$ cat src/rtl/seq_multiplier_32bit_pkg.sv
// Shared types and constants for the sequential shift-add multiplier.
// Holds the FSM state encoding and the default operand width.
package seq_multiplier_32bit_pkg;

  localparam int WIDTH = 32;
  localparam int CNT_W = $clog2(WIDTH) + 1;

  typedef enum logic [1:0] {
    ST_IDLE = 2'd0,
    ST_CALC = 2'd1,
    ST_DONE = 2'd2
  } state_e;

endpackage

$ cat src/rtl/seq_multiplier_32bit_if.sv
// Start/done handshake and operand/product bus of the multiplier.
// master = ALU control side, slave = multiplier side.
interface seq_multiplier_32bit_if;
  import seq_multiplier_32bit_pkg::*;

  logic               start;
  logic [WIDTH-1:0]   a;
  logic [WIDTH-1:0]   b;
  logic               busy;
  logic               done;
  logic [2*WIDTH-1:0] product;
  logic [WIDTH-1:0]   product_lo;
  logic [WIDTH-1:0]   product_hi;

  modport master (
    output start, a, b,
    input  busy, done, product,
    input  product_lo, product_hi
  );

  modport slave (
    input  start, a, b,
    output busy, done, product,
    output product_lo, product_hi
  );

endinterface

$ cat src/rtl/seq_multiplier_32bit_datapath.sv
// Multiplicand register, carry-extended accumulator and product register.
// One conditional add plus right shift per enabled cycle.
module seq_mult_datapath
  import seq_multiplier_32bit_pkg::*;
(
  input  logic               clk,
  input  logic               reset,
  input  logic               load,
  input  logic               add_en,
  input  logic               shift_en,
  input  logic               prod_en,
  input  logic [WIDTH-1:0]   a,
  input  logic [WIDTH-1:0]   b,
  output logic               acc_lsb,
  output logic [2*WIDTH-1:0] product
);

  logic [WIDTH-1:0]   mcand_q, mcand_d;
  logic [2*WIDTH-1:0] acc_q, acc_d;
  logic [2*WIDTH-1:0] prod_q, prod_d;
  logic [WIDTH:0]     sum;
  logic [2*WIDTH:0]   step;

  // sum carries one extra bit so the top add never loses its carry
  always_comb begin
    mcand_d = mcand_q;
    acc_d   = acc_q;
    prod_d  = prod_q;
    sum     = {1'b0, acc_q[2*WIDTH-1:WIDTH]}
            + {1'b0, mcand_q};
    step    = add_en ? {sum, acc_q[WIDTH-1:0]}
                     : {1'b0, acc_q};
    if (load) begin
      mcand_d = a;
      acc_d   = {{WIDTH{1'b0}}, b};
    end else if (shift_en) begin
      acc_d = (2*WIDTH)'(step >> 1);
    end
    if (prod_en) prod_d = acc_d;
  end

  always_ff @(posedge clk or posedge reset) begin
    if (reset) begin
      mcand_q <= '0;
      acc_q   <= '0;
      prod_q  <= '0;
    end else begin
      mcand_q <= mcand_d;
      acc_q   <= acc_d;
      prod_q  <= prod_d;
    end
  end

  assign acc_lsb = acc_q[0];
  assign product = prod_q;

endmodule

$ cat src/rtl/seq_multiplier_32bit.sv
// Sequential unsigned multiplier: FSM, step counter and handshake.
// Product register is loaded on the final step so it is valid with done.
module seq_multiplier_32bit
  import seq_multiplier_32bit_pkg::*;
(
  input  logic                 clk,
  input  logic                 reset,
  seq_multiplier_32bit_if.slave bus
);

  state_e             state_q, state_d;
  logic [CNT_W-1:0]   cnt_q, cnt_d;
  logic               busy_q, busy_d;
  logic               done_q, done_d;
  logic               load;
  logic               add_en;
  logic               shift_en;
  logic               prod_en;
  logic               acc_lsb;
  logic [2*WIDTH-1:0] product;

  always_comb begin
    state_d  = state_q;
    cnt_d    = cnt_q;
    load     = 1'b0;
    add_en   = 1'b0;
    shift_en = 1'b0;
    prod_en  = 1'b0;
    case (state_q)
      ST_IDLE: begin
        if (bus.start) begin
          load    = 1'b1;
          cnt_d   = '0;
          state_d = ST_CALC;
        end
      end
      ST_CALC: begin
        shift_en = 1'b1;
        add_en   = acc_lsb;
        cnt_d    = cnt_q + CNT_W'(1);
        if (cnt_q == CNT_W'(WIDTH - 1)) begin
          prod_en = 1'b1;
          state_d = ST_DONE;
        end
      end
      ST_DONE: state_d = ST_IDLE;
      // unused encoding recovers to idle
      default: state_d = ST_IDLE;
    endcase
    busy_d = (state_d == ST_CALC) || (state_d == ST_DONE);
    done_d = (state_d == ST_DONE);
  end

  always_ff @(posedge clk or posedge reset) begin
    if (reset) begin
      state_q <= ST_IDLE;
      cnt_q   <= '0;
      busy_q  <= 1'b0;
      done_q  <= 1'b0;
    end else begin
      state_q <= state_d;
      cnt_q   <= cnt_d;
      busy_q  <= busy_d;
      done_q  <= done_d;
    end
  end

  seq_mult_datapath u_dp (
    .clk      (clk),
    .reset    (reset),
    .load     (load),
    .add_en   (add_en),
    .shift_en (shift_en),
    .prod_en  (prod_en),
    .a        (bus.a),
    .b        (bus.b),
    .acc_lsb  (acc_lsb),
    .product  (product)
  );

  assign bus.busy       = busy_q;
  assign bus.done       = done_q;
  assign bus.product    = product;
  assign bus.product_lo = product[WIDTH-1:0];
  assign bus.product_hi = product[2*WIDTH-1:WIDTH];

endmodule

$ cat src/flat_wrapper.sv
// flat-port wrapper written by rule: the top's interface ports become plain ports
module seq_multiplier_32bit_flat import seq_multiplier_32bit_pkg::*;
  (clk, reset, bus_start, bus_a, bus_b, bus_busy, bus_done, bus_product, bus_product_lo, bus_product_hi);
  seq_multiplier_32bit_if bus_i ();
  input  logic clk;
  input  logic reset;
  input wire logic [$bits(bus_i.start)-1:0] bus_start;
  input wire logic [$bits(bus_i.a)-1:0] bus_a;
  input wire logic [$bits(bus_i.b)-1:0] bus_b;
  output wire logic [$bits(bus_i.busy)-1:0] bus_busy;
  output wire logic [$bits(bus_i.done)-1:0] bus_done;
  output wire logic [$bits(bus_i.product)-1:0] bus_product;
  output wire logic [$bits(bus_i.product_lo)-1:0] bus_product_lo;
  output wire logic [$bits(bus_i.product_hi)-1:0] bus_product_hi;
  assign bus_i.start = bus_start;
  assign bus_i.a = bus_a;
  assign bus_i.b = bus_b;
  assign bus_busy = bus_i.busy;
  assign bus_done = bus_i.done;
  assign bus_product = bus_i.product;
  assign bus_product_lo = bus_i.product_lo;
  assign bus_product_hi = bus_i.product_hi;
  seq_multiplier_32bit u_core (.clk(clk), .reset(reset), .bus(bus_i));
endmodule
$ cat config.mk
export PLATFORM = sky130hd
export DESIGN_NAME = seq_multiplier_32bit_flat
export DESIGN_NICKNAME = d
export VERILOG_FILES = /design/src/rtl/seq_multiplier_32bit_pkg.sv /design/src/rtl/seq_multiplier_32bit_if.sv /design/src/rtl/seq_multiplier_32bit_datapath.sv /design/src/rtl/seq_multiplier_32bit.sv /design/src/flat_wrapper.sv
export SDC_FILE = /design/constraint.sdc
export NUM_CORES = 1
export LEC_CHECK = 0
export BUFFER_PORTS_ARGS = -buffer_cell sky130_fd_sc_hd__buf_2
export CAP_MARGIN = 20
export CELL_PAD_IN_SITES_DETAIL_PLACEMENT = 0
export CELL_PAD_IN_SITES_GLOBAL_PLACEMENT = 1
export CORE_MARGIN = 1
export CORE_UTILIZATION = 41
export DETAILED_ROUTE_END_ITERATION = 10
export PLACE_DENSITY_LB_ADDON = 0.05
export SYNTH_ARGS = -nofsm -noshare
export SYNTH_HDL_FRONTEND = slang
export SYNTH_SLANG_ARGS = --single-unit
$ cat constraint.sdc
create_clock -name clk -period 5.27 [get_ports clk]
set_input_delay 0.2635 -clock clk [delete_from_list [all_inputs] [get_ports clk]]
set_output_delay 0.2635 -clock clk [all_outputs]
set_load 0.05 [all_outputs]
==> impl_results.md <==
- Syn_nets: 1183
- Final HPWL DP: 15600 µm
- Hold WC Path Type: in -> reg
- # IOs: 197
- R2r setup slk: 2310 ps
- Initial DRC Count: 422
- Cell breakdown of the critical path: ha_1 -> inv_1 -> fa_1 -> nor2b_4 -> o2111ai_2 -> a21oi_2 -> o21a_4 -> o21ai_4 -> a311oi_4 -> nor3_1 -> o31ai_2 -> a31oi_1
- Seq/Total Area, Yosys: 46.1%
- DR WL/cell: 16.1 µm
- Total gr overflow: 0
- M3 GR Usage: 3.57%
- CTS buffer count: 17
- Fraction of layout cells with a size suffix above 1: 22.0%
- Clk slew on worst S/H paths: 70 ps
- Hold Crit Start: bus_a[2]
- DR pass1 iterations: 8
- Later-pin clock latency in the skew report: 430 ps
- Failing checks: DRC
- Vias per cell: 5.15
- Max clock buf depth: 2
- Mapped Cells: 1081
- First-pass GRT wire length: roughly 40000 µm
- Max-Cap Viols: 0
- Worst EP required: 5530 ps
- Worst r2r src: u_core.u_dp.acc_q[32]$_DFF_PP0_
- Synthesis-stage register bit count: 170
- Die H: around 150 µm
- Mapped cell area: 0.00922 mm²
- Final setup vio count: 0
- Synth cell types: 64
- Number of synthesized flops with an enable pin: 0
- Pin count of the biggest net entering global routing: 84
- Register area: 0.00425 mm²
- Core ar.: 0.0220 mm²
- Clock skew: around 13 ps
- Met1 Track Usage GR: 30.4%
- Slowest-stage cell, CP: a311oi_4
- Ys flop type: dfrtp_1
- Antenna Nets Post-Route: 0
- Slew HR: 31.7%
- Status: finished with violations
- Data arrival time of the worst path: roughly 3200 ps
- Placed Area: 0.00995 mm²
- Vias in the first global route: ~7400
- Worst Hold Endpoint: u_core.u_dp.mcand_q[2]$_DFFE_PP0P_
- CTS H-tree depth: 4
- Final net count: between 1000 and 1500
- Rows: 54
- Top delay family on crit path: compound AO/OA/AOI/OAI gates
- DIE WIDTH: 152 µm
- Area growth syn-to-layout: 15.7%
- Slew Viols, Final: 0
- CTS Sinks: between 150 and 200
- Crit. End Element: flop
- Fin area: 0.0107 mm²
- Max stage delay on crit path: 450 ps
- Ys Warns: 0
- Met2 GRT Util: a little over a third
- Syn_area_per_cell: 8.53 µm²
- Period minus WS final: 2960 ps
- Final Hold Fails: 0
- Worst r2r path cells: 12
- Area of the die: 0.0231 mm²
- DR DRC count: 30
- Root Driver: clkbuf_16
- Gp weighted congestion: 0.839
- Setup CP Type: reg -> reg
- Slew at the pin with the worst max-slew slack: 1020 ps
- CP Max Fanout: 7
- Startpoint types: flop
- # port buffers: slightly below 200
- RSZ-0062 raised after global routing: false
- ANT cells: 0
- Min-Delay Path Depth: 3
- FILL cells: 2159
- Worst reg2reg path endpoint: u_core.u_dp.acc_q[59]$_DFF_PP0_
- F_max: between 300 and 400 MHz
- Initial antenna violation count: 0
- Initial Util: 42.0%
- Area occupied by multi-input gates: 0.00424 mm²
- Bufs and invs on worst path: 1
- Top Usage Layer GRT: met2
- Vias: 7643
- Total GRT Usage: a little over a fifth
- Post-Route WL: 23900 µm
- Async SR Flop Fraction: 100%
- CTS tree: built
- Fin Setup TNS: 0 ps
- Period utilization: 56.2%
## cell usage after synthesis, types with 5 or more instances
library cell,count,area [µm²]
nor3_1,9,45.0
buf_1,10,37.5
a211oi_1,10,75.1
dfrtp_1,170,4250
o21ai_1,5,25.0
a31oi_1,41,257
a21o_1,14,105
buf_2,5,25.0
xnor2_1,8,70.1
o21bai_1,5,37.5
o31ai_1,6,45.0
nand3_1,15,75.1
nand2b_1,7,43.8
nand2_1,323,1210
buf_4,64,480
ha_1,34,425
inv_1,14,52.6
clkbuf_1,42,158
nor2_1,81,304
and3_1,5,31.3
o21a_1,12,90.1
nor2b_1,7,43.8
a21oi_1,62,310
o21ai_0,56,280
mux2i_1,7,70.1
xor2_1,13,114
## final cells by class
| type | count | share of cell area (%) |
|---|---|---|
| inverters | 15 | 0.575 |
| repair buffers | 213 | 10.7 |
| multi-input cells | 775 | 39.8 |
| clock inverters | 13 | 1.68 |
| well taps | 280 | 3.28 |
| clock buffers | 18 | 4.12 |
| flip-flops and latches | 170 | 39.9 |
## cells by family (layout without fill, tap and decap cells)
family                     count (synthesis)  in the layout  share of synthesized area (%)
xor gates and xnor gates                  21             21                           1.99
AOI/OAI and AO/OA                        242            242                           16.9
adders and majority gates                 35             35                           4.83
buffers and inverters                    136            259                           8.21
muxes                                     12             12                           1.41
DFF                                      170            170                           46.1
and+or+nand+nor                          465            465                           20.5
## layer usage
layer,vias to the layer above,routed length [µm],part of all wire [%]
met1,3630,11800,50
met2,177,11100,46
met4,0,206,0.86
met3,14,755,3.2
met5,-,0,0
li1,3822,-,-
## per-stage QoR
step / worst slack (ps) / utilization [%] / hold slack [ps] / cells
2_1_floorplan: 403 / - / 369 / 1081
5_1_grt: 2140 / 48.6 / 10.4 / 1484
3_5_place_dp: 2340 / 45.3 / 444 / 1444
4_1_cts: 2320 / 48.5 / 0.401 / 1483
6_report: 2310 / 48.6 / 20.8 / 1484
3_3_place_gp: 2380 / 45.3 / 442 / 1444
## registers in the layout, indices dropped and copies added, names as in the netlist
register / cells
u_core.state_q: 2
u_core.u_dp.mcand_q: 32
u_core.u_dp.acc_q: 64
u_core.u_dp.product: 64
u_core.cnt_q: 6
u_core.bus.busy: 1
u_core.bus.done: 1
## timing repair
action,4_1_cts,5_1_grt
endpoints found under the hold margin,72,0
buffers inserted,0,0
gates resized for setup,0,0
hold buffers,8,0
## how the worst max path moves through the flow
stage | from | end | slack [ps] | cells after the start
2_1_floorplan | reset | u_core.bus.busy$_DFF_PP0_ | 400 | 1
3_3_place_gp | u_core.u_dp.acc_q[32]$_DFF_PP0_ | u_core.u_dp.product[59]$_DFFE_PP0P_ | 2380 | 12
6_report | u_core.u_dp.acc_q[32]$_DFF_PP0_ | u_core.u_dp.acc_q[59]$_DFF_PP0_ | 2310 | 12
4_1_cts | u_core.u_dp.acc_q[32]$_DFF_PP0_ | u_core.u_dp.product[59]$_DFFE_PP0P_ | 2320 | 12
5_1_grt | u_core.u_dp.acc_q[32]$_DFF_PP0_ | u_core.u_dp.acc_q[59]$_DFF_PP0_ | 2140 | 12
3_5_place_dp | u_core.u_dp.acc_q[32]$_DFF_PP0_ | u_core.u_dp.product[59]$_DFFE_PP0P_ | 2340 | 12
## placed cells by master (no fill, tap or decap), types with 3 or more instances in the layout
cell type      count
nand2_1          322
buf_2            196
dfrtp_1          170
nor2_1            81
a21oi_1           62
o21ai_0           56
a31oi_1           41
ha_1              34
clkbuf_16         17
a21o_1            14
nand3_1           14
xor2_1            13
inv_1             12
o21a_1            12
a211oi_1          10
nor3_1             9
xnor2_1            8
dlygate4sd3_1      8
buf_4              8
mux2i_1            7
inv_6              7
nand2b_1           6
nor2b_1            6
o31ai_1            6
o21bai_1           5
and3_1             5
o21ai_1            5
nand4_1            4
mux2_2             4
a21oi_2            3
bufinv_16          3
## worst register-to-register path: cells and delay by family, from the launching register on
kind	cells	cell delay (ps)
compound gates	7	1480
fa+ha+maj	2	600
buf+inv	1	50
flops	1	380
simple gates	2	270
Power is left out: the tool's default activity adds up to more than one toggle a clock period on the data nets, which glitch-free logic cannot reach.
